==> config.mk <==
export PLATFORM = sky130hd
export DESIGN_NAME = instr_fetch_unit_flat
export DESIGN_NICKNAME = d
export VERILOG_FILES = /design/src/rtl/instr_fetch_unit_pkg.sv /design/src/rtl/instr_fetch_unit_if.sv /design/src/rtl/instr_fetch_unit_skid.sv /design/src/rtl/instr_fetch_unit.sv /design/src/flat_wrapper.sv
export SDC_FILE = /design/constraint.sdc
export NUM_CORES = 1
export LEC_CHECK = 0
export ABC_AREA = 0
export BUFFER_PORTS_ARGS = -buffer_cell sky130_fd_sc_hd__buf_2
export CAP_MARGIN = 20
export CORE_UTILIZATION = 40
export CTS_CLUSTER_DIAMETER = 150
export CTS_CLUSTER_SIZE = 12
export DETAILED_ROUTE_END_ITERATION = 8
export SYNTH_ARGS = -nofsm -noshare
export SYNTH_HDL_FRONTEND = slang
export SYNTH_SLANG_ARGS = --single-unit
==> constraint.sdc <==
create_clock -name clk_i -period 1.73 [get_ports clk_i]
set_input_delay 0.173 -clock clk_i [delete_from_list [all_inputs] [get_ports clk_i]]
set_output_delay 0.173 -clock clk_i [all_outputs]
set_load 0.1 [all_outputs]
==> src/rtl/instr_fetch_unit_pkg.sv <==
// Shared ISA definitions for the fetch front-end: instruction field layout, opcodes,
// FSM state type and the illegal-opcode helper.
package instr_fetch_unit_pkg;

  localparam int unsigned InstrW = 16;
  localparam int unsigned OpMsb  = 15;
  localparam int unsigned OpLsb  = 13;
  localparam int unsigned ImmW   = 7;

  localparam logic [2:0] OpAdd  = 3'b000;
  localparam logic [2:0] OpAddi = 3'b001;
  localparam logic [2:0] OpSub  = 3'b010;
  localparam logic [2:0] OpLw   = 3'b011;
  localparam logic [2:0] OpSw   = 3'b100;
  localparam logic [2:0] OpBeq  = 3'b101;
  localparam logic [2:0] OpIllegalMask = 3'b110;

  typedef enum logic [0:0] {StRun, StHalt} fetch_state_e;

  // Opcodes 110 and 111 are unassigned and stop the fetch stream.
  function automatic logic is_illegal(logic [2:0] op);
    return (op & OpIllegalMask) == OpIllegalMask;
  endfunction

endpackage

==> src/rtl/instr_fetch_unit_if.sv <==
// Fetch bus: instruction-memory read port plus the valid/ready link to decode.
interface instr_fetch_unit_if import instr_fetch_unit_pkg::*; #(
  parameter int unsigned PcW = 8
) ();

  logic              imem_en;
  logic [PcW-1:0]    imem_addr;
  logic [InstrW-1:0] imem_rdata;
  logic [InstrW-1:0] instr;
  logic [2:0]        opcode;
  logic [PcW-1:0]    instr_pc;
  logic              instr_valid;
  logic              instr_ready;
  logic              branch_taken;
  logic              halted;

  modport master (
    output imem_en, imem_addr, instr, opcode, instr_pc, instr_valid, halted,
    input  imem_rdata, instr_ready, branch_taken
  );

  modport slave (
    input  imem_en, imem_addr, instr, opcode, instr_pc, instr_valid, halted,
    output imem_rdata, instr_ready, branch_taken
  );

endinterface

==> src/rtl/instr_fetch_unit_skid.sv <==
// One-entry skid buffer holding a returned instruction word and its PC while the
// output register is stalled. Clear has priority; push overrides a same-cycle pop.
module instr_fetch_unit_skid import instr_fetch_unit_pkg::*; #(
  parameter int unsigned PcW = 8
) (
  input  logic              clk_i,
  input  logic              rst_ni,
  input  logic              clr_i,
  input  logic              push_i,
  input  logic              pop_i,
  input  logic [InstrW-1:0] data_i,
  input  logic [PcW-1:0]    pc_i,
  output logic              valid_o,
  output logic [InstrW-1:0] data_o,
  output logic [PcW-1:0]    pc_o
);

  logic              valid_q, valid_d;
  logic [InstrW-1:0] data_q, data_d;
  logic [PcW-1:0]    pc_q, pc_d;

  always_comb begin
    valid_d = valid_q;
    data_d  = data_q;
    pc_d    = pc_q;
    if (clr_i) begin
      valid_d = 1'b0;
    end else if (push_i) begin
      valid_d = 1'b1;
      data_d  = data_i;
      pc_d    = pc_i;
    end else if (pop_i) begin
      valid_d = 1'b0;
    end
  end

  always_ff @(posedge clk_i or negedge rst_ni) begin
    if (!rst_ni) begin
      valid_q <= 1'b0;
      data_q  <= '0;
      pc_q    <= '0;
    end else begin
      valid_q <= valid_d;
      data_q  <= data_d;
      pc_q    <= pc_d;
    end
  end

  assign valid_o = valid_q;
  assign data_o  = data_q;
  assign pc_o    = pc_q;

endmodule

==> src/rtl/instr_fetch_unit.sv <==
// Single-issue in-order fetch: PC, 1-cycle imem request tracking, output register plus
// skid, taken-beq redirect and sticky halt on an illegal opcode.
module instr_fetch_unit import instr_fetch_unit_pkg::*; #(
  parameter int unsigned PcW = 8
) (
  input logic clk_i,
  input logic rst_ni,
  instr_fetch_unit_if.master bus
);

  fetch_state_e      state_q, state_d;
  logic [PcW-1:0]    fpc_q, fpc_d;
  logic [InstrW-1:0] ir_q, ir_d;
  logic [PcW-1:0]    ir_pc_q, ir_pc_d;
  logic              ir_valid_q, ir_valid_d;
  logic              pending_q, pending_d;
  logic [PcW-1:0]    pend_pc_q, pend_pc_d;

  logic              skid_valid, skid_push, skid_pop, skid_clr;
  logic [InstrW-1:0] skid_data;
  logic [PcW-1:0]    skid_pc;

  logic              imem_en, transfer, flush, ir_free, halt_evt;
  logic [InstrW-1:0] load_word;
  logic [PcW-1:0]    load_pc, br_target;
  logic [31:0]       imm_sext;

  instr_fetch_unit_skid #(.PcW(PcW)) u_skid (
    .clk_i   (clk_i),
    .rst_ni  (rst_ni),
    .clr_i   (skid_clr),
    .push_i  (skid_push),
    .pop_i   (skid_pop),
    .data_i  (bus.imem_rdata),
    .pc_i    (pend_pc_q),
    .valid_o (skid_valid),
    .data_o  (skid_data),
    .pc_o    (skid_pc)
  );

  assign transfer  = ir_valid_q & bus.instr_ready;
  assign flush     = transfer & (ir_q[OpMsb:OpLsb] == OpBeq) & bus.branch_taken;
  assign ir_free   = ~ir_valid_q | transfer;
  // The skid always holds the oldest word, so it drains before any fresh return.
  assign load_word = skid_valid ? skid_data : bus.imem_rdata;
  assign load_pc   = skid_valid ? skid_pc : pend_pc_q;
  assign imm_sext  = {{(32 - ImmW){ir_q[ImmW-1]}}, ir_q[ImmW-1:0]};
  assign br_target = PcW'(32'(ir_pc_q) + 32'd1 + imm_sext);

  always_ff @(posedge clk_i or negedge rst_ni) begin
    if (!rst_ni) begin
      state_q <= StRun;
    end else begin
      state_q <= state_d;
    end
  end

  always_comb begin
    state_d = state_q;
    unique case (state_q)
      StRun:   if (halt_evt) state_d = StHalt;
      StHalt:  state_d = StHalt;
      default: state_d = StRun;
    endcase
  end

  // Reset gates the request so the port is quiet while held in reset.
  always_comb begin
    imem_en = 1'b0;
    unique case (state_q)
      StRun:   imem_en = rst_ni & ~skid_valid &
                         ~(pending_q & ir_valid_q & ~bus.instr_ready);
      StHalt:  imem_en = 1'b0;
      default: imem_en = 1'b0;
    endcase
  end

  always_comb begin
    fpc_d      = fpc_q;
    ir_d       = ir_q;
    ir_pc_d    = ir_pc_q;
    ir_valid_d = ir_valid_q & ~transfer;
    pending_d  = imem_en;
    pend_pc_d  = fpc_q;
    skid_push  = 1'b0;
    skid_pop   = 1'b0;
    skid_clr   = 1'b0;
    halt_evt   = 1'b0;
    if (imem_en) fpc_d = fpc_q + PcW'(1);
    if (flush) begin
      fpc_d     = br_target;
      pending_d = 1'b0;
      skid_clr  = 1'b1;
    end else if (state_q == StRun) begin
      if (ir_free && (skid_valid || pending_q)) begin
        if (is_illegal(load_word[OpMsb:OpLsb])) begin
          halt_evt  = 1'b1;
          pending_d = 1'b0;
          skid_clr  = 1'b1;
        end else begin
          ir_d       = load_word;
          ir_pc_d    = load_pc;
          ir_valid_d = 1'b1;
          skid_pop   = skid_valid;
          skid_push  = skid_valid & pending_q;
        end
      end else if (pending_q) begin
        skid_push = 1'b1;
      end
    end
  end

  always_ff @(posedge clk_i or negedge rst_ni) begin
    if (!rst_ni) begin
      fpc_q      <= '0;
      ir_q       <= '0;
      ir_pc_q    <= '0;
      ir_valid_q <= 1'b0;
      pending_q  <= 1'b0;
      pend_pc_q  <= '0;
    end else begin
      fpc_q      <= fpc_d;
      ir_q       <= ir_d;
      ir_pc_q    <= ir_pc_d;
      ir_valid_q <= ir_valid_d;
      pending_q  <= pending_d;
      pend_pc_q  <= pend_pc_d;
    end
  end

  assign bus.imem_en     = imem_en;
  assign bus.imem_addr   = fpc_q;
  assign bus.instr       = ir_q;
  assign bus.opcode      = ir_q[OpMsb:OpLsb];
  assign bus.instr_pc    = ir_pc_q;
  assign bus.instr_valid = ir_valid_q;
  assign bus.halted      = (state_q == StHalt);

endmodule

==> src/flat_wrapper.sv <==
// flat-port wrapper written by rule: the top's interface ports become plain ports
module instr_fetch_unit_flat import instr_fetch_unit_pkg::*;
#(
  parameter int unsigned PcW = 8
)
  (clk_i, rst_ni, bus_imem_en, bus_imem_addr, bus_instr, bus_opcode, bus_instr_pc, bus_instr_valid, bus_halted, bus_imem_rdata, bus_instr_ready, bus_branch_taken);
  instr_fetch_unit_if #(.PcW(PcW)) bus_i ();
  input logic clk_i;
  input logic rst_ni;
  output wire logic [$bits(bus_i.imem_en)-1:0] bus_imem_en;
  output wire logic [$bits(bus_i.imem_addr)-1:0] bus_imem_addr;
  output wire logic [$bits(bus_i.instr)-1:0] bus_instr;
  output wire logic [$bits(bus_i.opcode)-1:0] bus_opcode;
  output wire logic [$bits(bus_i.instr_pc)-1:0] bus_instr_pc;
  output wire logic [$bits(bus_i.instr_valid)-1:0] bus_instr_valid;
  output wire logic [$bits(bus_i.halted)-1:0] bus_halted;
  input wire logic [$bits(bus_i.imem_rdata)-1:0] bus_imem_rdata;
  input wire logic [$bits(bus_i.instr_ready)-1:0] bus_instr_ready;
  input wire logic [$bits(bus_i.branch_taken)-1:0] bus_branch_taken;
  assign bus_imem_en = bus_i.imem_en;
  assign bus_imem_addr = bus_i.imem_addr;
  assign bus_instr = bus_i.instr;
  assign bus_opcode = bus_i.opcode;
  assign bus_instr_pc = bus_i.instr_pc;
  assign bus_instr_valid = bus_i.instr_valid;
  assign bus_halted = bus_i.halted;
  assign bus_i.imem_rdata = bus_imem_rdata;
  assign bus_i.instr_ready = bus_instr_ready;
  assign bus_i.branch_taken = bus_branch_taken;
  instr_fetch_unit #(.PcW(PcW)) u_core (.clk_i(clk_i), .rst_ni(rst_ni), .bus(bus_i));
endmodule
==> results.py, run 1 <==
metrics = {
    "run_status": {
        "outcome": "finished with violations",
        "failed_checks": "setup timing",
    },
    "setup_path": {
        "worst-endpoint-arrival_ps": 1620,
        "reg2reg_from": "u_core.bus.instr_valid",
        "critPathKind": "reg2out",
        "worstPathRequired_ps": 1560,
        "reg2reg_to": "u_core.bus.imem_addr[6]",
        "cp-end-kind": "output pin",
        "critPathLaunchType": "register",
        "rrSetupSlack_ps": -30,
        "worstPathMaxFanout": 5,
        "rr_worst_depth": 7,
    },
    "timing": {
        "setup_ws_ps": -60.4,
        "drv_slew": 0,
        "hold_viol_final": 0,
        "skew_ps": 13.3,
        "tightest_slew_ps": 867,
        "setup_violations": 14,
        "fmaxAchievable_ghz": 0.559,
        "grt_setup_unrepaired": "yes",
        "min_period_over_period": 1.03,
        "relSlewSlack": 0.422,
        "min_period_ps": 1790,
    },
    "clock_network": {
        "cts.sink_count": 68,
        "htreeDepth": 3,
        "clock_latency_ps": 340,
        "ctsRootBufferMaster": "clkbuf_8",
        "cts_tree": "yes",
        "cts_buffers": 9,
        "cts.reportedPaths.clkPinSlew_ps": 70,
        "clock_path_buffers": 2,
        "postCtsHoldBufs": 0,
    },
    "routing": {
        "drtIter0Drc": 76,
        "wl_per_cell_um": 16.0,
        "viasPerCell": 5.00,
        "drt_wl_total_um": 7370,
        "drt_pass1_iterations": 4,
        "vias": 2305,
        "drcViolationCount": 0,
        "antenna_left": 0,
    },
    "synthesis": {
        "yosysSeqAreaShare": 0.535,
        "yosysTopAreaCell": "dfrtp_1",
        "synth_cell_types": 38,
        "syn_avg_cell_area_um2": 11.8,
        "yosys_warnings": 0,
        "ys_ff_latch": 68,
        "yosys.area.top_type_share": 0.535,
        "ys_top_cells_by_area": "dfrtp_1 (53%), mux2_2 (8.8%), mux2i_1 (8.2%), a21oi_1 (5.0%), nor2_1 (3.4%)",
        "synth_cells": 269,
        "synthesis.area_um2": 3180,
        "syn_nets": 298,
    },
    "place": {
        "post-place-cells": 433,
        "io_buffers": 57,
        "dp_hpwl_um": 4520,
        "gp_congestion": 0.806,
    },
    "floorplanning": {
        "die_area_um2": 8320,
        "core_um2": 7730,
        "fp-row-count": 32,
        "die_h_um": 91.2,
        "start_util": 0.412,
        "num_io_pins": 58,
        "die_w_um": 91.2,
    },
    "global_routing": {
        "grt_max_degree": 69,
        "grt_pass1_vias": 2225,
        "overflow": 0,
        "grt_pass1_wl_um": 11200,
        "antenna_found_initial": 0,
        "grt_usage": 0.175,
    },
    "hold_path": {
        "hold_path_class": "in2async",
    },
    "final_layout": {
        "mostFrequentLayoutCell": "dfrtp_1",
        "drive_gt1_frac": 0.409,
        "nets": 383,
        "syn_to_final_growth_pct": 31.9,
        "mostFrequentLayoutCells": "dfrtp_1 (63), buf_2 (56), a21oi_1 (32)",
        "finalNonFillerCells": 461,
        "diodes": 0,
    },
    "job": {
        "drv_cap": 0,
    },
}
[what timing repair did]
| action | in CTS | in global routing |
|---|---|---|
| gates resized for setup | 2 | 14 |
| endpoints found under the setup margin | 3 | 54 |
| pin swaps | 3 | 2 |
| gates cloned | 0 | 4 |
| buffers inserted | 4 | 4 |
[kinds of logic after synthesis]
| family | Yosys count | synth area share |
|---|---|---|
| DFF | 68 | 0.535 |
| and+or+nand+nor | 59 | 0.0983 |
| muxes | 51 | 0.170 |
| AOI/OAI and AO/OA | 50 | 0.0956 |
| buffers and inverters | 20 | 0.0303 |
| xor gates and xnor gates | 12 | 0.0330 |
| adders and majority gates | 9 | 0.0378 |
[state kept, by name (all words and copies together), names as in the netlist]
signal,count
u_core.u_skid.data_o,16
u_core.bus.instr,16
u_core.pend_pc_q,8
u_core.bus.halted,1
u_core.u_skid.pc_o,8
u_core.bus.imem_addr,8
u_core.bus.instr_valid,1
u_core.pending_q,1
u_core.bus.instr_pc,8
u_core.u_skid.valid_o,1
[cell type report]
class | instances | area [um2]
fillers | 697 | 3530
flip-flops and latches | 68 | 1720
multi-input cells | 181 | 1450
repair buffers | 88 | 633
clock buffers | 10 | 128
well taps | 102 | 128
clock inverters | 6 | 113
inverters | 6 | 22.5
[per-stage QoR]
step	util	setup WS, ps	setup TNS (ps)	area, um2	hold WS, ps
CTS	0.521	-67.6	-108	4030	60.1
floorplan	-	-1130	-16340	3230	-123
finish	0.543	-60.4	-249	4200	48.1
global placement	0.485	-4.93	-4.93	3750	419
global route	0.543	-98.9	-2160	4200	66.9
detailed placement	0.485	-43.6	-58.0	3750	412
[how the worst max path moves through the flow]
stage | start | to | slack, ps | depth (start not counted)
finish | u_core.bus.instr_valid | bus_imem_en | -60 | 4
global route | u_core.bus.instr_valid | u_core.u_skid.pc_o[2] | -100 | 7
CTS | u_core.bus.instr_valid | bus_imem_en | -70 | 4
detailed placement | u_core.bus.instr_pc[0] | u_core.bus.imem_addr[6] | -40 | 8
global placement | u_core.bus.instr_pc[0] | u_core.bus.imem_addr[6] | -5 | 8
floorplan | u_core.bus.instr_valid | u_core.bus.imem_addr[6] | -1130 | 5
[critical path: stages, from the launching register on]
cell	delay (ps)
dfrtp_4	470
nor2b_4	150
a2111oi_4	290
buf_6	190
buf_12	180
[synthesized netlist by cell type, drive strengths merged]
library cell and count:
a2111oi 1, a21boi 1, a21o 1, a21oi 32, a2bb2oi 1, a32o 1, and3 2, and4 1
buf 12, clkbuf 2, dfrtp 68, fa 1, ha 8, inv 6, mux2 25, mux2i 26
nand2 5, nand2b 1, nand4 4, nand4b 1, nor2 30, nor2b 5, nor3 5, nor3b 2
nor4 2, o21a 4, o21ai 5, o22ai 2, o31ai 2, or2 1, xnor2 5, xor2 7
[routing by layer]
metal	part of all wire	global-route usage	wire length [um]	up-vias
li1	-	-	-	1115
met3	0.029	0.0335	211	10
met2	0.46	0.263	3390	45
met1	0.49	0.245	3640	1135
met4	0.019	0.0807	138	0
met5	0	0	0	-
Power of run 1 is left out: the tool's default activity adds up to more than one toggle a clock period on the data nets, which glitch-free logic cannot reach.
==> run 2, diff against run 1 <==
==> constraint.sdc (replaced) <==
create_clock -name clk_i -period 1.9 [get_ports clk_i]
set_input_delay 0.19 -clock clk_i [delete_from_list [all_inputs] [get_ports clk_i]]
set_output_delay 0.19 -clock clk_i [all_outputs]
set_load 0.1 [all_outputs]
==> results.py, run 2 (same netlist as run 1, synthesis figures left out) <==
metrics = {
    "run_status": {
        "outcome": "finished clean",
    },
    "timing": {
        "tightest_slew_ps": 860,
        "hold_viol_final": 0,
        "min_period_ps": 1860,
        "grt_setup_unrepaired": "yes",
        "fmaxAchievable_ghz": 0.536,
        "skew_ps": 6.81,
        "min_period_over_period": 0.982,
        "drv_slew": 0,
        "relSlewSlack": 0.427,
        "setup_violations": 0,
    },
    "routing": {
        "drt_wl_total_um": 6910,
        "drcViolationCount": 0,
        "wl_per_cell_um": 15.5,
        "drtIter0Drc": 61,
        "antenna_left": 0,
        "viasPerCell": 4.99,
        "drt_pass1_iterations": 4,
        "vias": 2230,
    },
    "global_routing": {
        "grt_usage": 0.173,
        "grt_pass1_vias": 2225,
        "antenna_found_initial": 0,
        "grt_max_degree": 69,
        "overflow": 0,
        "grt_pass1_wl_um": 11100,
    },
    "clock_network": {
        "cts_tree": "yes",
        "htreeDepth": 3,
        "cts.sink_count": 68,
        "clock_path_buffers": 2,
        "clock_latency_ps": 340,
        "cts_buffers": 9,
        "cts.reportedPaths.clkPinSlew_ps": 70,
        "ctsRootBufferMaster": "clkbuf_8",
        "postCtsHoldBufs": 0,
    },
    "final_layout": {
        "multi_input_area_um2": 1410,
        "seqCellArea_um2": 1720,
        "nets": 369,
        "drive_gt1_frac": 0.377,
        "fillers": 708,
        "mostFrequentLayoutCell": "dfrtp_1",
        "mostFrequentLayoutCells": "dfrtp_1 (62), buf_2 (56), a21oi_1 (32)",
        "finalNonFillerCells": 447,
        "diodes": 0,
        "syn_to_final_growth_pct": 24.0,
    },
    "floorplanning": {
        "num_io_pins": 58,
        "die_h_um": 91.2,
        "fp-row-count": 32,
        "core_um2": 7730,
        "start_util": 0.412,
        "die_area_um2": 8320,
        "die_w_um": 91.2,
    },
    "setup_path": {
        "worstPathRequired_ps": 1710,
        "worst-endpoint-arrival_ps": 1670,
        "startpoint": "u_core.bus.instr_valid",
        "worstPathMaxFanout": 2,
        "rrSetupSlack_ps": 130,
        "reg2reg_from": "u_core.bus.instr_valid",
        "critPathLaunchType": "register",
        "critPathKind": "reg2out",
        "cp-end-kind": "output pin",
    },
    "place": {
        "io_buffers": 57,
        "dp_hpwl_um": 4610,
        "post-place-cells": 423,
        "gp_congestion": 0.773,
    },
    "job": {
        "drv_cap": 0,
    },
    "hold_path": {
        "hold_path_class": "in2async",
    },
}
-- run 2: layer usage --
metal	share of wire	global-route usage	vias up
met1	0.47	0.231	1084
met5	0	0	-
met3	0.036	0.0369	12
met4	0.016	0.0701	0
li1	-	-	1088
met2	0.47	0.274	46
-- run 2: path summary, 6_finish.rpt --
check | to | cells after the start
setup reg to reg | u_core.bus.instr[11] | 8
min in group clk_i | u_core.u_skid.data_o[9] | 2
max in group asynchronous | u_core.bus.instr[14] | 2
setup / recovery | bus_imem_en | 4
hold reg to reg | u_core.pend_pc_q[7] | 0
hold / removal | u_core.bus.imem_addr[3] | 2
-- run 2: final cells by class --
| type | count | area share |
|---|---|---|
| clock inverter | 4 | 0.0121 |
| multi-input combinational | 181 | 0.356 |
| timing repair buffer | 74 | 0.119 |
| inverter | 6 | 0.00571 |
| sequential | 68 | 0.435 |
| tap | 102 | 0.0324 |
| clock buffer | 12 | 0.0393 |
-- run 2: per-stage QoR --
stage / hold WS [ps] / util / instance area (um2) / worst slack (ps) / TNS, ps
final: 72.1 / 0.511 / 3950 / 35.1 / 0
after global routing: 82.8 / 0.511 / 3950 / -20.9 / -20.9
after CTS: 80.0 / 0.503 / 3890 / -34.1 / -34.1
after detailed placement: 416 / 0.473 / 3650 / 43.5 / 0
after global placement: 411 / 0.473 / 3650 / 93.0 / 0
after floorplan: -106 / - / 3210 / -962 / -8860
-- run 2: worst max-delay path, cell delays in order (launching register included) --
cell	delay, ps
dfrtp_4	470
nor2b_4	140
a2111oi_4	350
buf_4	200
buf_12	170
-- run 2: repair_timing --
| item | in CTS | in global routing |
|---|---|---|
| gates resized for setup | 0 | 5 |
| cloned | 0 | 1 |
| pin swaps | 1 | 2 |
| buffers inserted | 4 | 3 |
| endpoints found under the setup margin | 1 | 42 |
Power of run 2 is left out for the same reason.
==> run 3, diff against run 2 <==
--- a/config.mk
+++ b/config.mk
@@ -8,10 +8,11 @@
 export ABC_AREA = 0
 export BUFFER_PORTS_ARGS = -buffer_cell sky130_fd_sc_hd__buf_2
 export CAP_MARGIN = 20
-export CORE_UTILIZATION = 40
+export CORE_UTILIZATION = 45
 export CTS_CLUSTER_DIAMETER = 150
 export CTS_CLUSTER_SIZE = 12
 export DETAILED_ROUTE_END_ITERATION = 8
+export PLACE_DENSITY = 0.67
 export SYNTH_ARGS = -nofsm -noshare
 export SYNTH_HDL_FRONTEND = slang
 export SYNTH_SLANG_ARGS = --single-unit
==> results.py, run 3 (same netlist as run 1, synthesis figures left out) <==
metrics = {
    "floorplanning": {
        "num_io_pins": 58,
        "core_um2": 6790,
        "die_area_um2": 7410,
        "start_util": 0.468,
        "die_h_um": 86.1,
        "fp-row-count": 30,
        "die_w_um": 86.1,
    },
    "routing": {
        "viasPerCell": 5.12,
        "wl_per_cell_um": 14.3,
        "drt_pass1_iterations": 4,
        "drcViolationCount": 0,
        "vias": 2244,
        "antenna_left": 0,
        "drtIter0Drc": 42,
        "drt_wl_total_um": 6260,
    },
    "clock_network": {
        "cts_buffers": 9,
        "cts.reportedPaths.clkPinSlew_ps": 80,
        "postCtsHoldBufs": 0,
        "htreeDepth": 3,
        "cts_tree": "yes",
        "ctsRootBufferMaster": "clkbuf_8",
        "clock_path_buffers": 2,
        "clock_latency_ps": 340,
        "cts.sink_count": 68,
    },
    "timing": {
        "hold_ws_ps": 86.3,
        "min_period_over_period": 0.971,
        "tightest_slew_ps": 839,
        "fin_setup_tns_ps": 0,
        "relSlewSlack": 0.441,
        "drv_slew": 0,
        "min_period_ps": 1840,
        "setup_violations": 0,
        "grt_setup_unrepaired": "yes",
        "skew_ps": 9.82,
        "hold_viol_final": 0,
        "fmaxAchievable_ghz": 0.542,
    },
    "place": {
        "dp_hpwl_um": 4380,
        "post-place-cells": 420,
        "io_buffers": 57,
        "gp_congestion": 0.762,
    },
    "final_layout": {
        "mostFrequentLayoutCells": "dfrtp_1 (63), buf_2 (56), a21oi_1 (32)",
        "drive_gt1_frac": 0.363,
        "syn_to_final_growth_pct": 22.1,
        "utilization": 0.572,
        "finalNonFillerCells": 438,
        "nets": 366,
        "diodes": 0,
        "fillers": 605,
        "mostFrequentLayoutCell": "dfrtp_1",
    },
    "setup_path": {
        "worst-endpoint-arrival_ps": 1650,
        "cp-end-kind": "output pin",
        "worstPathRequired_ps": 1710,
        "rrSetupSlack_ps": 120,
        "reg2reg_from": "u_core.bus.instr_pc[0]",
        "rr_worst_depth": 8,
        "startpoint": "u_core.bus.instr_valid",
        "critPathLaunchType": "register",
        "cpMaxStageDelayCell": "dfrtp_4",
        "crit_chain": "nor2b_4, a2111oi_4, buf_4, buf_12",
        "worstSetupEndpoint": "bus_imem_en",
        "critPathKind": "reg2out",
        "max_stage_delay_ps": 490,
        "reg2reg_to": "u_core.bus.imem_addr[6]",
        "worstPathMaxFanout": 4,
    },
    "job": {
        "drv_cap": 0,
    },
    "run_status": {
        "outcome": "finished clean",
    },
    "global_routing": {
        "grt_usage": 0.184,
        "grt_pass1_vias": 2112,
        "overflow": 0,
        "grt_pass1_wl_um": 10300,
        "grt_max_degree": 69,
        "antenna_found_initial": 0,
    },
    "hold_path": {
        "hold_path_class": "in2async",
    },
}
## run 3: changes by cell type in the layout (fill, tap and decap cells not counted), moves of 2 or more
cell,change
buf_12,-2
buf_4,-2
buf_6,+2
clkbuf_8,-2
## run 3: final cells by class
cell class | instances | area [um2] | share of cell area
repair buffers | 71 | 413 | 0.106
well taps | 96 | 120 | 0.0309
clock buffers | 10 | 128 | 0.0329
clock inverters | 6 | 88.8 | 0.0229
inverters | 6 | 22.5 | 0.00580
flip-flops and latches | 68 | 1720 | 0.442
multi-input cells | 181 | 1400 | 0.360
## run 3: timing repair
| action | 4_1_cts | 5_1_grt |
|---|---|---|
| pin swaps | 1 | 2 |
| endpoints found under the setup margin | 1 | 20 |
| setup buffers | 2 | 0 |
| gates resized for setup | 0 | 4 |
## run 3: stage by stage
stage / area, um2 / setup WS (ps)
global placement: 3640 / 120
CTS: 3870 / -22.3
floorplan: 3210 / -962
finish: 3880 / 55.4
global route: 3880 / -7.48
detailed placement: 3640 / 47.0
## run 3: per-layer routing
layer / wire length, um / track usage / up-vias
met5: 0 / 0 / -
met4: 131 / 0.0864 / 0
met3: 272 / 0.0423 / 14
met2: 2750 / 0.261 / 54
met1: 3100 / 0.266 / 1092
li1: - / - / 1084
## run 3: critical path, delay by kind of cell (launching register included)
family,cells,cell delay (ps)
buffers and inverters,2,370
AND/OR/NAND/NOR,1,150
flip-flops,1,490
AO/OA/AOI/OAI,1,320
## run 3: worst min path at each step
stage,end,cells after the start
4_1_cts,u_core.u_skid.data_o[11],2
2_1_floorplan,u_core.bus.imem_addr[0],0
3_5_place_dp,u_core.pend_pc_q[7],0
3_3_place_gp,u_core.pend_pc_q[7],0
6_report,u_core.bus.instr_pc[0],2
5_1_grt,u_core.u_skid.data_o[11],2
Power of run 3 is left out for the same reason.
